[src/rtl/axi_sram_bridge_mp.sv]
`default_nettype none
// ============================================================================
// axi_sram_bridge_mp : NPORT SRAM-like masters onto one AXI3 master port  rev 1.0
// ============================================================================
module axi_sram_bridge_mp #(
  parameter int NPORT = 2,
  parameter int OST   = 2,
  parameter int ID_W  = 4
) (
  input  logic                  aclk,
  input  logic                  aresetn,
  input  logic [NPORT-1:0]      s_req,
  input  logic [NPORT-1:0]      s_wr,
  input  logic [2*NPORT-1:0]    s_size,
  input  logic [4*NPORT-1:0]    s_wstrb,
  input  logic [32*NPORT-1:0]   s_addr,
  input  logic [32*NPORT-1:0]   s_wdata,
  output logic [NPORT-1:0]      s_addr_ok,
  output logic [NPORT-1:0]      s_data_ok,
  output logic [32*NPORT-1:0]   s_rdata,
  output logic [ID_W-1:0]       arid,
  output logic [31:0]           araddr,
  output logic [7:0]            arlen,
  output logic [2:0]            arsize,
  output logic [1:0]            arburst,
  output logic [1:0]            arlock,
  output logic [3:0]            arcache,
  output logic [2:0]            arprot,
  output logic                  arvalid,
  input  logic                  arready,
  input  logic [ID_W-1:0]       rid,
  input  logic [31:0]           rdata,
  input  logic [1:0]            rresp,
  input  logic                  rlast,
  input  logic                  rvalid,
  output logic                  rready,
  output logic [ID_W-1:0]       awid,
  output logic [31:0]           awaddr,
  output logic [7:0]            awlen,
  output logic [2:0]            awsize,
  output logic [1:0]            awburst,
  output logic [1:0]            awlock,
  output logic [3:0]            awcache,
  output logic [2:0]            awprot,
  output logic                  awvalid,
  input  logic                  awready,
  output logic [ID_W-1:0]       wid,
  output logic [31:0]           wdata,
  output logic [3:0]            wstrb,
  output logic                  wlast,
  output logic                  wvalid,
  input  logic                  wready,
  input  logic [ID_W-1:0]       bid,
  input  logic [1:0]            bresp,
  input  logic                  bvalid,
  output logic                  bready
);

  localparam int IDX_W = (NPORT > 1) ? $clog2(NPORT) : 1;
  localparam int CNT_W = $clog2(OST + 1);

  typedef enum logic [0:0] {AR_IDLE = 1'b0, AR_BUSY = 1'b1} ar_state_t;
  typedef enum logic [1:0] {W_IDLE = 2'd0, W_SEND = 2'd1, W_RESP = 2'd2} w_state_t;

  ar_state_t ar_state, ar_next;
  w_state_t  w_state, w_next;

  logic [31:0]      addr_a  [NPORT];
  logic [1:0]       size_a  [NPORT];
  logic [31:0]      wdata_a [NPORT];
  logic [3:0]       wstrb_a [NPORT];
  logic [31:0]      rdata_q [NPORT];
  logic [CNT_W-1:0] ost_cnt [NPORT];

  logic [NPORT-1:0] rd_elig, wr_elig, rd_inc, rd_ok, wr_ok, ost_busy;
  logic             rd_gnt, wr_gnt, wr_pend, rsp_fire;
  logic [IDX_W-1:0] rd_idx, wr_idx;
  logic [31:0]      rd_addr, wr_addr, wr_data;
  logic [1:0]       rd_size, wr_size;
  logic [3:0]       wr_strb;
  logic             unused_ok;

  assign arlen   = 8'd0;
  assign arburst = 2'b01;
  assign arlock  = 2'b00;
  assign arcache = 4'd0;
  assign arprot  = 3'd0;
  assign awlen   = 8'd0;
  assign awburst = 2'b01;
  assign awlock  = 2'b00;
  assign awcache = 4'd0;
  assign awprot  = 3'd0;
  assign wlast   = 1'b1;
  assign wid     = awid;

  assign wr_pend   = (w_state != W_IDLE);
  assign rready    = |ost_busy;
  assign rsp_fire  = rvalid && rready;
  assign unused_ok = ^{rresp, rlast, bid, bresp};

  for (genvar p = 0; p < NPORT; p++) begin : g_port
    logic raw_block;
    assign addr_a[p]  = s_addr[32*p +: 32];
    assign size_a[p]  = s_size[2*p +: 2];
    assign wdata_a[p] = s_wdata[32*p +: 32];
    assign wstrb_a[p] = s_wstrb[4*p +: 4];
    assign s_rdata[32*p +: 32] = rdata_q[p];
    assign ost_busy[p] = (ost_cnt[p] != '0);
    // A pending write or one granted this very cycle hides the word from reads
    assign raw_block = (wr_pend && (awaddr[31:2] == addr_a[p][31:2])) ||
                       (wr_gnt && (wr_addr[31:2] == addr_a[p][31:2]));
    assign rd_elig[p] = aresetn && (ar_state == AR_IDLE) && s_req[p] && !s_wr[p] &&
                        (ost_cnt[p] < CNT_W'(OST)) && !raw_block;
    assign wr_elig[p] = aresetn && (w_state == W_IDLE) && s_req[p] && s_wr[p];
    assign rd_inc[p]    = rd_gnt && (rd_idx == IDX_W'(p));
    assign s_addr_ok[p] = rd_inc[p] || (wr_gnt && (wr_idx == IDX_W'(p)));
    assign s_data_ok[p] = rd_ok[p] | wr_ok[p];
  end

  // Highest index wins: later loop iterations overwrite earlier ones
  always_comb begin
    wr_gnt  = 1'b0;
    wr_idx  = '0;
    wr_addr = '0;
    wr_size = '0;
    wr_data = '0;
    wr_strb = '0;
    for (int p = 0; p < NPORT; p++) begin
      if (wr_elig[p]) begin
        wr_gnt  = 1'b1;
        wr_idx  = IDX_W'(p);
        wr_addr = addr_a[p];
        wr_size = size_a[p];
        wr_data = wdata_a[p];
        wr_strb = wstrb_a[p];
      end
    end
  end

  always_comb begin
    rd_gnt  = 1'b0;
    rd_idx  = '0;
    rd_addr = '0;
    rd_size = '0;
    for (int p = 0; p < NPORT; p++) begin
      if (rd_elig[p]) begin
        rd_gnt  = 1'b1;
        rd_idx  = IDX_W'(p);
        rd_addr = addr_a[p];
        rd_size = size_a[p];
      end
    end
  end

  always_ff @(posedge aclk) begin
    if (!aresetn) begin
      ar_state <= AR_IDLE;
      w_state  <= W_IDLE;
    end else begin
      ar_state <= ar_next;
      w_state  <= w_next;
    end
  end

  always_comb begin
    ar_next = ar_state;
    arvalid = 1'b0;
    case (ar_state)
      AR_IDLE: if (rd_gnt) ar_next = AR_BUSY;
      AR_BUSY: begin
        arvalid = 1'b1;
        if (arready) ar_next = AR_IDLE;
      end
      default: ar_next = AR_IDLE;
    endcase
  end

  always_comb begin
    w_next = w_state;
    bready = 1'b0;
    case (w_state)
      W_IDLE: if (wr_gnt) w_next = W_SEND;
      W_SEND: if ((!awvalid || awready) && (!wvalid || wready)) w_next = W_RESP;
      W_RESP: begin
        bready = 1'b1;
        if (bvalid) w_next = W_IDLE;
      end
      default: w_next = W_IDLE;
    endcase
  end

  always_ff @(posedge aclk) begin
    if (!aresetn) begin
      arid   <= '0;
      araddr <= '0;
      arsize <= '0;
    end else if (rd_gnt) begin
      arid   <= ID_W'(rd_idx);
      araddr <= rd_addr;
      arsize <= {1'b0, rd_size};
    end
  end

  // AW and W retire independently; each valid drops on its own handshake
  always_ff @(posedge aclk) begin
    if (!aresetn) begin
      awid    <= '0;
      awaddr  <= '0;
      awsize  <= '0;
      wdata   <= '0;
      wstrb   <= '0;
      awvalid <= 1'b0;
      wvalid  <= 1'b0;
    end else if (wr_gnt) begin
      awid    <= ID_W'(wr_idx);
      awaddr  <= wr_addr;
      awsize  <= {1'b0, wr_size};
      wdata   <= wr_data;
      wstrb   <= wr_strb;
      awvalid <= 1'b1;
      wvalid  <= 1'b1;
    end else begin
      if (awvalid && awready) awvalid <= 1'b0;
      if (wvalid && wready)   wvalid  <= 1'b0;
    end
  end

  always_ff @(posedge aclk) begin
    if (!aresetn) begin
      rd_ok <= '0;
      wr_ok <= '0;
      for (int p = 0; p < NPORT; p++) begin
        rdata_q[p] <= '0;
        ost_cnt[p] <= '0;
      end
    end else begin
      for (int p = 0; p < NPORT; p++) begin
        rd_ok[p] <= rsp_fire && (rid == ID_W'(p));
        wr_ok[p] <= bready && bvalid && (awid == ID_W'(p));
        if (rsp_fire && (rid == ID_W'(p))) rdata_q[p] <= rdata;
        if (rd_inc[p] && !rd_ok[p])
          ost_cnt[p] <= ost_cnt[p] + 1'b1;
        else if (rd_ok[p] && !rd_inc[p] && ost_busy[p])
          ost_cnt[p] <= ost_cnt[p] - 1'b1;
      end
    end
  end

endmodule
`default_nettype wire

[config.mk]
export PLATFORM = sky130hd
export DESIGN_NAME = axi_sram_bridge_mp
export DESIGN_NICKNAME = d
export VERILOG_FILES = /design/src/rtl/axi_sram_bridge_mp.sv
export SDC_FILE = /design/constraint.sdc
export NUM_CORES = 1
export LEC_CHECK = 0
export BUFFER_PORTS_ARGS = -buffer_cell sky130_fd_sc_hd__buf_2
export CELL_PAD_IN_SITES_DETAIL_PLACEMENT = 1
export CELL_PAD_IN_SITES_GLOBAL_PLACEMENT = 2
export CORE_MARGIN = 2
export CORE_UTILIZATION = 28
export DETAILED_ROUTE_END_ITERATION = 8
export MAX_ROUTING_LAYER = met4
export PLACE_DENSITY_LB_ADDON = 0.08
export REMOVE_ABC_BUFFERS = 1
export SLEW_MARGIN = 40
export SYNTH_ARGS = -nofsm -noshare
export SYNTH_HDL_FRONTEND = slang
export SYNTH_SLANG_ARGS = --single-unit
[constraint.sdc]
create_clock -name aclk -period 6.15 [get_ports aclk]
set_input_delay 0.615 -clock aclk [delete_from_list [all_inputs] [get_ports aclk]]
set_output_delay 0.615 -clock aclk [all_outputs]
set_load 0.02 [all_outputs]
== After elaboration in Yosys (flattened, before gate mapping) ==
Memories as Yosys holds them, arrays and structs flattened.
Index checks and enable logic that the tools add are counted.

* $add $sub $neg: 4
* Multiplexer cells: 58
* Bitwise logic cells: 11
* Reductions and logical operators: 63
* $lt $le $gt $ge: 2
* Equal/unequal tests: 10

{| class="wikitable"
|+ Operators with widths
! operator !! number
|-
| two-way mux 32 bit || 8
|-
| equality test 30 bit || 4
|-
| logical AND 1 bit || 37
|-
| two-way mux 1 bit || 35
|-
| two-way mux 2 bit || 11
|-
| logical NOT 1 bit || 10
|-
| nonzero test 2 bit || 5
|-
| logical NOT 4 bit || 2
|-
| two-way mux 4 bit || 2
|-
| bitwise OR 1 bit || 8
|-
| logical OR 1 bit || 6
|-
| inequality test 2 bit (second input constant) || 3
|-
| one-hot mux 2 bit (3 select lines) || 1
|-
| adder 2 x 1 -> 2 bit (second input constant) || 2
|-
| equality test 4 x 1 -> 1 bit (second input constant) || 1
|-
| less-than comparator 2 bit (second input constant) || 2
|-
| subtractor 2 x 1 -> 2 bit (second input constant) || 2
|-
| NOT 1 bit || 3
|-
| AND reduction 3 bit || 1
|-
| equality test 2 x 1 -> 1 bit (second input constant) || 1
|-
| equality test 2 bit (second input constant) || 1
|-
| logical NOT 2 bit || 1
|-
| one-hot mux 1 bit (2 select lines) || 1
|-
| OR reduction 2 bit || 1
|}

* RAM bits: 68
* Memories: 2
* Bits in registers: 115

{| class="wikitable"
|+ Memories
! name !! depth !! width !! rd ports !! clocked after Yosys merged registers in !! write ports !! line !! text
|-
| rdata_q || 2 || 32 || 2 || 0 || 2 || 72 || <nowiki>logic [31:0] rdata_q [NPORT];</nowiki>
|-
| ost_cnt || 2 || 2 || 2 || 0 || 2 || 73 || <nowiki>logic [CNT_W-1:0] ost_cnt [NPORT];</nowiki>
|}

== Logic depth before layout (Yosys ltp) ==
Gate-level depths: netlist of run 1.

* Depth in word-level cells: 22
* Depth in mapped cells: 13
* Gate-level depth less buffers: 8

== Worst setup path after synthesis of run 1 ==
OpenSTA, ideal clock, no wires.

* Path kind: register -> register
* Start point: memory ost_cnt[1][0] in the netlist's numbering
* End point: memory rdata_q[0][0] (enable)
* Period minus slack after synthesis: 4.078 ns
* Required time: 5.684 ns
* Slack: 2.072 ns
* Path buffers: 1
* Arrival time: 3.613 ns
* Stages on the path, launching flop included: 8
* Cell sequence: edfxtp_1 > inv_1 > ha_1 > nand2_1 > and4b_1 > clkbuf_1 > inv_1 > o21ai_0

{| class="wikitable"
|+ RTL lines
! item !! line
|-
| start: declaration || 73
|-
| end: declaration || 72
|}

== Worst setup path in the final report of run 1 ==
* Start point: input port aresetn
* End point: output port s_addr_ok[1]

* Longest elaborated chain between the ends: 14

{| class="wikitable"
|+ RTL lines
! item !! line !! text
|-
| start: declaration || 11 || <nowiki>input logic aresetn,</nowiki>
|-
| logical AND 1 bit (3 in series) || 114 || <nowiki>assign wr_elig[p] = aresetn && (w_state == W_IDLE) && s_req[p] && s_wr[p];</nowiki>
|-
| two-way mux 32 bit (2 in series) || 129 || <nowiki>if (wr_elig[p]) begin</nowiki>
|-
| equality test 30 bit || 111 || <nowiki>(wr_gnt && (wr_addr[31:2] == addr_a[p][31:2]));</nowiki>
|-
| logical AND 1 bit || 111 ||
|-
| logical OR 1 bit || 110 || <nowiki>assign raw_block = (wr_pend && (awaddr[31:2] == addr_a[p][31:2])) ||</nowiki>
|-
| logical NOT 1 bit || 113 || <nowiki>(ost_cnt[p] < CNT_W'(OST)) && !raw_block;</nowiki>
|-
| logical AND 1 bit || 113 ||
|-
| two-way mux 1 bit (2 in series) || 146 || <nowiki>if (rd_elig[p]) begin</nowiki>
|-
| logical AND 1 bit || 115 || <nowiki>assign rd_inc[p] = rd_gnt && (rd_idx == IDX_W'(p));</nowiki>
|-
| logical OR 1 bit * || 116 || <nowiki>assign s_addr_ok[p] = rd_inc[p] || (wr_gnt && (wr_idx == IDX_W'(p)));</nowiki>
|-
| end: declaration || 18 || <nowiki>output logic [NPORT-1:0] s_addr_ok,</nowiki>
|}

Mark *: on every way between the ends. The rest lies on a longest branch, timed or not.

==> flow_metrics.env, run 1 <==
export IMPL_synthCells=966
export IMPL_ys_seq_area_frac=0.484
export IMPL_overflow=0
export IMPL_fmax_ghz=0.209
export IMPL_place_ws_ns=1.34
export IMPL_ys_warn_count=0
export IMPL_grt_max_degree=77
export IMPL_cpPeakStageDelay_ns=0.70
export IMPL_final_nets=1501
export IMPL_row_count=65
export IMPL_worstPathArrival_ns=4.17
export IMPL_timing_rr_end="ost_cnt[1][1]$_DFFE_PP_"
export IMPL_powerDensity_nw_per_um2=263
export IMPL_dpl_hpwl_mm=27.4
export IMPL_dr_pass1_iters=5
export IMPL_cts_buffers=17
export IMPL_slowest_stage="o21ai_4"
export IMPL_r2r_cells=9
export IMPL_end_kind="output port"
export IMPL_place_congestion=0.878
export IMPL_required_ns=5.53
export IMPL_max_slew_margin=0.463
export IMPL_crit_chain="buf_2 > or3b_1 > nor3_4 > nand2_1 > a2111oi_0 > a31oi_1 > o21ai_4 > nand2_1 > buf_2"
export IMPL_crit_buf_inv=2
export IMPL_synth_ff_type="dfxtp_1"
export IMPL_wire_per_inst_um=21.2
export IMPL_drc=0
export IMPL_slew_viol_final=0
export IMPL_hp_class="input pin to register"
export IMPL_final_cell_mix="buf_2, a21oi_1, dfxtp_1"
export IMPL_final_common_cell="buf_2"
export IMPL_via_per_inst=5.00
export IMPL_ant_nets=0
export IMPL_reg2reg_from="w_state[1]$_SDFFE_PN0P_"
export IMPL_drv_cap=0
export IMPL_drive_gt1_frac=0.326
export IMPL_worst_pin_slew_ns=0.805
export IMPL_cts_resized=0
export IMPL_ys_types=58
export IMPL_grt_pass1_wl_mm=54.2
export IMPL_worstHoldEndpoint="rd_ok[0]$_SDFF_PN0_"
export IMPL_area_growth_pct=30.0
export IMPL_outcome="completed"
export IMPL_fin_skew_ns=0.0175
export IMPL_postCtsSetupBuffers=0
export IMPL_timing_final_hold_violations=0
export IMPL_grt_pass1_vias=8698
export IMPL_layout_setup_ws_ns=1.37
export IMPL_cts_htree_levels=4
export IMPL_critPathKind="input pin to output port"
export IMPL_clock_sinks=183
export IMPL_grt_total_usage=0.220
export IMPL_dieArea_um2=33500
export IMPL_num_io_pins=426
export IMPL_die_h_um=183
export IMPL_initial_utilization=0.285
export IMPL_dieWidth_um=183
export IMPL_insertion_delay_ns=0.45
export IMPL_rsz0062_at_grt="false"
export IMPL_cp_start_kind="input pin"
export IMPL_antenna_found_initial=3
export IMPL_worstHoldStart="rid[0]"
export IMPL_whs_path_depth=2
export IMPL_syn_avg_cell_area_um2=9.30
export IMPL_p_leak_nw=5.28
export IMPL_totalWireLength_mm=36.5
export IMPL_r2r_slack_ns=2.00
export IMPL_core_area_um2=31600
export IMPL_fin_crit_ns=4.78
export IMPL_peakVddDrop_mv=0.150
export IMPL_vias=8622
export IMPL_critPathTopFamily="compound AO/OA/AOI/OAI gates"
export IMPL_synth_edf_count=68
export IMPL_path_max_fanout=28
export IMPL_async_reset_ff_frac=0
export IMPL_yosys_register_bits=183
export IMPL_min_period_over_period=0.778
export IMPL_root_buffer="clkbuf_16"
export IMPL_drt_iter0_markers=466
export IMPL_fill_cells=3788
export IMPL_cts_tree="built"
export IMPL_postCtsHoldBufs=0
export IMPL_cts_buffer_depth=2
export IMPL_io_buffers=366
export IMPL_cts_reportedPaths_clkPinSlew_ns=0.08
export IMPL_placed_area_um2=11100
export IMPL_syn_cell_area_um2=8980
export IMPL_fin_area_um2=11700
export IMPL_setup_viol=0
cells by family after synthesis:
| logic type | synth area share |
|---|---|
| multiplexers | 0.0157 |
| flip-flops | 0.484 |
| buffers and inverters | 0.0861 |
| AO/OA/AOI/OAI | 0.201 |
| XOR/XNOR | 0.0595 |
| AND/OR/NAND/NOR | 0.152 |
| adder cells (fa/ha/maj) | 0.00139 |
| other | 0.000836 |
synth_stat cells (13+ instances only):
library cell    n  share of area
nor2b_1        22          0.015
a21oi_1       116          0.065
buf_4          53          0.044
o21ai_0        37          0.021
nor3_1         24          0.013
nor2_1         19         0.0079
a22oi_1        58          0.048
inv_1          34          0.014
nand4_1        15          0.010
mux2i_1        13          0.014
and3_1         34          0.024
xor2_1         39          0.038
xnor2_1        22          0.021
edfxtp_1       68           0.23
dfxtp_1       115           0.26
nand2_1       101          0.042
a31oi_1        35          0.024
clkbuf_1       44          0.018
power breakdown:
group / internal [W] / switching [W]
sequential: 0.00132 / 0.0000425
clock: 0.000584 / 0.000569
combinational: 0.000183 / 0.000373
total: 0.00209 / 0.000984
area by class of cell:
type                            instances  area (um2)  share of cell area
Inverter                               34         128              0.0109
Clock buffer                           17         425              0.0364
Timing Repair Buffer                  384        2000               0.171
Tap cell                              402         503              0.0431
Antenna cell                            4        10.0            0.000857
Sequential cell                       183        4340               0.372
Clock inverter                         15         171              0.0147
Multi-Input combinational cell        684        4090               0.351
sequential cells by signal (all words and copies together) (netlist names), 2 cells and up:
name	flops
araddr	32
arsize	2
awaddr	32
awsize	2
ost_cnt	4
rd_ok	2
rdata_q	64
w_state	2
wdata	32
wr_ok	2
wstrb	4
metrics by stage:
step | std cells | TNS, ns | total power, W | hold WS [ns] | utilization
final | 1723 | 0 | 0.00307 | 0.405 | 0.370
after global routing | 1722 | 0 | 0.00321 | 0.400 | 0.370
after CTS | 1719 | 0 | 0.00311 | 0.373 | 0.370
after detailed placement | 1687 | 0 | 0.00195 | 0.443 | 0.351
after global placement | 1685 | 0 | 0.00194 | 0.439 | 0.350
after floorplan | 901 | -92.03 | 0.00168 | 0.492 | -
routing by layer:
metal	wire [um]	GRT usage	vias up
met3	2070	0.0475	32
li1	-	-	4115
met2	17700	0.362	311
met4	369	0.0422	0
met1	16400	0.280	4164
met5	0	-	-
how the worst max path moves through the flow:
| stage | startpoint | endpoint | slack [ns] | cells after the start |
|---|---|---|---|---|
| floorplan | aresetn | s_addr_ok[1] | -2.75 | 7 |
| global placement | aresetn | s_addr_ok[1] | 1.42 | 9 |
| detailed placement | aresetn | s_addr_ok[1] | 1.34 | 9 |
| CTS | aresetn | s_addr_ok[1] | 1.32 | 9 |
| global route | aresetn | s_addr_ok[1] | 1.10 | 9 |
| finish | aresetn | s_addr_ok[1] | 1.37 | 9 |
worst reg2reg max path: stages (launching register included):
cell,delay (ns)
dfxtp_1,0.37
or3b_1,0.48
nor3_4,0.68
nand2_1,0.22
a2111oi_0,0.52
a31oi_1,0.31
o21ai_4,0.70
buf_12,0.30
nand2_1,0.09
o211ai_1,0.14
Power figures use the tool's default switching activity.
==> inputs of run 2 (changes only) <==
--- a/config.mk
+++ b/config.mk
@@ -5,11 +5,12 @@
 export SDC_FILE = /design/constraint.sdc
 export NUM_CORES = 1
 export LEC_CHECK = 0
+export ABC_AREA = 1
 export BUFFER_PORTS_ARGS = -buffer_cell sky130_fd_sc_hd__buf_2
 export CELL_PAD_IN_SITES_DETAIL_PLACEMENT = 1
 export CELL_PAD_IN_SITES_GLOBAL_PLACEMENT = 2
 export CORE_MARGIN = 2
-export CORE_UTILIZATION = 28
+export CORE_UTILIZATION = 25
 export DETAILED_ROUTE_END_ITERATION = 8
 export MAX_ROUTING_LAYER = met4
 export PLACE_DENSITY_LB_ADDON = 0.08
==> constraint.sdc (replaced) <==
create_clock -name aclk -period 4.71 [get_ports aclk]
set_input_delay 0.471 -clock aclk [delete_from_list [all_inputs] [get_ports aclk]]
set_output_delay 0.471 -clock aclk [all_outputs]
set_load 0.02 [all_outputs]
==> run 2 against run 1 <==
Net effect:
- flip-flop and latch count unchanged
- via count rose by 23%
- combinational power up 44%
- critical path depth rose by 5
- hold slack worse by 0.16 ns
- critical endpoint is now s_addr_ok[0]
- largest power group unchanged
==> flow_metrics.env, run 2 <==
export IMPL_timing_final_hold_violations=0
export IMPL_critPathKind="register to output port"
export IMPL_hold_ws_ns=0.240
export IMPL_regMostFlops="rdata_q"
export IMPL_fmax_ghz=0.262
export IMPL_p_total_w=0.00400
export IMPL_grt_pass1_wl_mm=65.7
export IMPL_slowest_stage="o21bai_4"
export IMPL_dr_pass1_iters=4
export IMPL_io_buffers=366
export IMPL_path_max_fanout=33
export IMPL_core_area_um2=40600
export IMPL_final_nets=1980
export IMPL_cts_htree_levels=4
export IMPL_dpl_hpwl_mm=33.5
export IMPL_cts_tree="built"
export IMPL_ys_types=35
export IMPL_cts_buffers=17
export IMPL_worst_pin_slew_ns=0.713
export IMPL_synth_edf_count=68
export IMPL_drc=0
export IMPL_min_period_over_period=0.810
export IMPL_dieWidth_um=206
export IMPL_critPathMostFrequentCell="nand2_1"
export IMPL_synthCells=1439
export IMPL_placed_area_um2=12500
export IMPL_required_ns=4.24
export IMPL_insertion_delay_ns=0.47
export IMPL_fin_skew_ns=0.0191
export IMPL_slew_viol_final=0
export IMPL_root_buffer="clkbuf_16"
export IMPL_cpPeakStageDelay_ns=0.37
export IMPL_final_common_cell="nand2_1"
export IMPL_async_reset_ff_frac=0
export IMPL_area_growth_pct=28.1
export IMPL_initial_utilization=0.252
export IMPL_syn_avg_cell_area_um2=7.09
export IMPL_drive_gt1_frac=0.252
export IMPL_ant_nets=0
export IMPL_syn_cell_area_um2=10200
export IMPL_fin_crit_ns=3.82
export IMPL_totalWireLength_mm=44.5
export IMPL_max_slew_margin=0.520
export IMPL_clock_sinks=183
export IMPL_fin_util=0.322
export IMPL_synth_common_cells="nand2_1, inv_1, nand3_1"
export IMPL_largest_reg_flops=64
export IMPL_drv_cap=0
export IMPL_ys_warn_count=0
export IMPL_final_cell_mix="nand2_1, buf_2, inv_1"
export IMPL_place_congestion=0.828
export IMPL_synthTopCellsByArea="dfxtp_1, edfxtp_1, nand2_1"
export IMPL_grt_total_usage=0.215
export IMPL_regArea_um2=4340
export IMPL_cp_start_kind="register"
export IMPL_yosys_register_bits=183
export IMPL_grt_max_degree=49
export IMPL_row_count=74
export IMPL_postCtsSetupBuffers=0
export IMPL_antenna_found_initial=8
export IMPL_overflow=0
export IMPL_via_per_inst=4.53
export IMPL_rsz0062_at_grt="false"
export IMPL_fin_area_um2=13100
export IMPL_grt_pass1_vias=10700
export IMPL_fill_cells=5173
export IMPL_cts_buffer_depth=2
export IMPL_yosysTopAreaCellShare=0.226
export IMPL_postCtsHoldBufs=0
export IMPL_tns_ns=0
export IMPL_synth_ff_type="dfxtp_1"
export IMPL_powerDensity_nw_per_um2=306
export IMPL_setup_viol=0
export IMPL_synth_most_common_cell="nand2_1"
export IMPL_outcome="completed"
export IMPL_hp_class="input pin to register"
export IMPL_cts_resized=0
export IMPL_vias=10600
export IMPL_die_h_um=206
export IMPL_multiInputGateArea_um2=4640
export IMPL_peakVddDrop_mv=0.262
export IMPL_dieArea_um2=42500
export IMPL_cts_reportedPaths_clkPinSlew_ns=0.08
export IMPL_p_leak_nw=6.89
export IMPL_drt_iter0_markers=454
export IMPL_wire_per_inst_um=19.1
export IMPL_num_io_pins=426
export IMPL_end_kind="output port"
export IMPL_crit_chain="nor2_4 > buf_4 > nand3_1 > buf_4 > nand3_1 > nand2_1 > nor2_1 > nand2_1 > nor2_1 > nand2_2 > o21bai_4 > nand2_1 > nand2_1 > buf_2"
export IMPL_synth_largest_area_cell="dfxtp_1"
export IMPL_ys_seq_area_frac=0.426
export IMPL_worstPathArrival_ns=3.35
-- run 2: per-layer routing --
| metal | vias up | GRT usage | routed length (um) |
|---|---|---|---|
| li1 | 5245 | - | - |
| met1 | 5043 | 0.271 | 20200 |
| met2 | 270 | 0.341 | 21000 |
| met3 | 31 | 0.0591 | 2720 |
| met4 | 0 | 0.0510 | 580 |
| met5 | - | - | 0 |
-- run 2: kinds of logic (layout without fill, tap and decap cells) --
kind of cell,Yosys count,count (layout),synth area share
flip-flops,183,183,0.426
AO/OA/AOI/OAI,119,119,0.0765
XOR/XNOR,20,20,0.0172
buffers and inverters,308,616,0.139
other,2,59,0.000736
AND/OR/NAND/NOR,806,806,0.340
adder cells (fa/ha/maj),1,1,0.00123
-- run 2: worst paths after layout --
check	startpoint	to	slack (ns)	depth (start not counted)
max	w_state[0]$_SDFFE_PN0P_	s_addr_ok[0]	0.89	14
min	rid[1]	rd_ok[1]$_SDFF_PN0_	0.24	2
max reg2reg	w_state[0]$_SDFFE_PN0P_	ost_cnt[1][1]$_DFFE_PP_	1.25	17
min reg2reg	arid[0]$_SDFFE_PN0P_	arid[0]$_SDFFE_PN0P_	0.48	2
-- run 2: worst max-delay path, delay by kind of cell, from the launching register on --
family / cells / cell delay (ns)
buf+inv: 3 / 0.79
flops: 1 / 0.36
simple gates: 10 / 1.35
compound gates: 1 / 0.37
-- run 2: layout make-up --
cell class | instances | share of cell area
multi-input combinational | 996 | 0.355
tap | 532 | 0.0509
timing repair buffer | 399 | 0.164
inverter | 186 | 0.0534
clock inverter | 13 | 0.00977
antenna | 9 | 0.00172
clock buffer | 18 | 0.0328
sequential | 183 | 0.332
-- run 2: metrics by stage --
stage	std cells	worst slack (ns)
2_1_floorplan	1365	-0.615
5_1_grt	2335	0.593
3_3_place_gp	2295	1.08
3_5_place_dp	2296	1.02
6_report	2336	0.893
4_1_cts	2327	0.768
-- run 2: power breakdown --
group	leakage [nW]	internal, W	switching, W
registers	1.64	0.00171	0.0000493
logic	4.97	0.000249	0.000551
clock network	0.276	0.000699	0.000733
total	6.89	0.00266	0.00133
==> inputs of run 3 (changes only) <==
==> constraint.sdc (replaced) <==
create_clock -name aclk -period 3.6 [get_ports aclk]
set_input_delay 0.36 -clock aclk [delete_from_list [all_inputs] [get_ports aclk]]
set_output_delay 0.36 -clock aclk [all_outputs]
set_load 0.02 [all_outputs]
==> run 3 against run 2 <==
Net effect:
- flip-flop and latch count is the same
- total power grew 34%
- highest routed layer unchanged
- largest power group unchanged
- die area is the same
- largest cell class unchanged
- clock power grew 37%
==> flow_metrics.env, run 3 (synthesis gave the netlist of run 2 again) <==
export IMPL_cts_htree_levels=4
export IMPL_insertion_delay_ns=0.48
export IMPL_path_max_fanout=40
export IMPL_worst_pin_slew_ns=0.668
export IMPL_grt_pass1_wl_mm=66.5
export IMPL_cts_buffer_depth=2
export IMPL_regMostFlops="rdata_q"
export IMPL_place_ws_ns=0.499
export IMPL_largest_reg_flops=64
export IMPL_cpPeakStageDelay_ns=0.43
export IMPL_final_common_cell="nand2_1"
export IMPL_hp_class="input pin to register"
export IMPL_drc=0
export IMPL_drv_cap=0
export IMPL_totalWireLength_mm=45.3
export IMPL_fin_crit_ns=3.36
export IMPL_p_total_w=0.00535
export IMPL_place_congestion=0.797
export IMPL_crit_buf_inv=4
export IMPL_fin_util=0.328
export IMPL_overflow=0
export IMPL_num_io_pins=426
export IMPL_grt_pass1_vias=10800
export IMPL_cts_reportedPaths_clkPinSlew_ns=0.08
export IMPL_grt_max_degree=48
export IMPL_wire_per_inst_um=19.3
export IMPL_end_kind="output port"
export IMPL_cts_tree="built"
export IMPL_layout_setup_ws_ns=0.242
export IMPL_critPathKind="register to output port"
export IMPL_slew_viol_final=0
export IMPL_worstPathArrival_ns=3.00
export IMPL_area_growth_pct=30.2
export IMPL_row_count=74
export IMPL_dpl_hpwl_mm=33.9
export IMPL_root_buffer="clkbuf_16"
export IMPL_fin_area_um2=13300
export IMPL_critPathMostFrequentCell="nand2_1"
export IMPL_grt_total_usage=0.218
export IMPL_drive_gt1_frac=0.260
export IMPL_dr_pass1_iters=5
export IMPL_outcome="completed"
export IMPL_antenna_found_initial=7
export IMPL_initial_utilization=0.252
export IMPL_fin_skew_ns=0.0144
export IMPL_via_per_inst=4.61
export IMPL_vias=10800
export IMPL_crit_chain="nor2_4 > buf_4 > nand3_1 > nor2_4 > buf_12 > nand3_1 > nand2_1 > nor2_1 > nand2_1 > nor2_1 > nand2_2 > o21bai_4 > buf_4 > nand2_1 > buf_2"
export IMPL_required_ns=3.24
export IMPL_final_cell_mix="nand2_1, buf_2, inv_1"
export IMPL_placed_area_um2=12600
export IMPL_die_h_um=206
export IMPL_powerDensity_nw_per_um2=402
export IMPL_timing_final_hold_violations=0
export IMPL_setup_viol=0
export IMPL_cts_buffers=17
export IMPL_min_period_over_period=0.933
export IMPL_ant_nets=0
export IMPL_io_buffers=366
export IMPL_peakVddDrop_mv=0.290
export IMPL_slowest_stage="dfxtp_1"
export IMPL_final_nets=1993
export IMPL_fmax_ghz=0.298
export IMPL_max_slew_margin=0.555
export IMPL_critPathTopFamily="simple AND/OR/NAND/NOR gates"
export IMPL_core_area_um2=40600
export IMPL_dieArea_um2=42500
export IMPL_clock_sinks=183
export IMPL_dieWidth_um=206
export IMPL_cp_start_kind="register"
export IMPL_p_leak_nw=6.99
export IMPL_drt_iter0_markers=521
## run 3: cell types whose count changed in the layout (fill, tap and decap cells not counted), moves of 2 or more
cell      delta
buf_12       +7
buf_4        +6
clkinv_4     -3
clkinv_8     +2
diode_2      -2
inv_6        +2
nor2_1       -3
nor2_2       +4
## run 3: worst paths after layout
path                            slack, ns               startpoint                 endpoint  cells after the start
worst max-delay path                 0.24  w_state[0]$_SDFFE_PN0P_             s_addr_ok[1]                     15
worst min-delay path                  0.1                   rid[1]      rd_ok[1]$_SDFF_PN0_                      2
worst max register to register       0.63  w_state[0]$_SDFFE_PN0P_  araddr[27]$_SDFFE_PN0P_                     18
worst min register to register       0.47     arid[0]$_SDFFE_PN0P_     arid[0]$_SDFFE_PN0P_                      2
## run 3: through the flow
stage          std cells  setup TNS, ns  hold WS (ns)
5_1_grt             2348        -0.0237        0.0900
4_1_cts             2336              0        0.0725
2_1_floorplan       1365        -102.23         0.457
6_report            2348              0        0.0990
3_3_place_gp        2304              0         0.463
3_5_place_dp        2304              0         0.465
## run 3: layout make-up
class / instances / area [um2]
inverters: 186 / 698
multi-input cells: 996 / 4650
diodes: 7 / 17.5
clock inverters: 14 / 163
clock buffers: 18 / 429
flip-flops and latches: 183 / 4340
repair buffers: 412 / 2320
well taps: 532 / 666
fillers: 5149 / 27300
## run 3: per-layer routing
layer	wire (um)	GRT usage	share of wire
met1	20500	0.275	0.45
met2	21400	0.352	0.47
met3	2800	0.0501	0.062
met4	556	0.0536	0.012
met5	0	-	0
## run 3: power by group
group	internal, W	leakage (nW)	switching, W
sequential	0.00224	1.64	0.0000655
clock	0.000942	0.290	0.00102
combinational	0.000344	5.06	0.000731
total	0.00353	6.99	0.00182
## run 3: what timing repair did
item / in CTS / in global routing
setup endpoints to repair: 0 / 2
hold buffers: 0 / 0
resized for setup: 0 / 5
setup buffers: 0 / 4
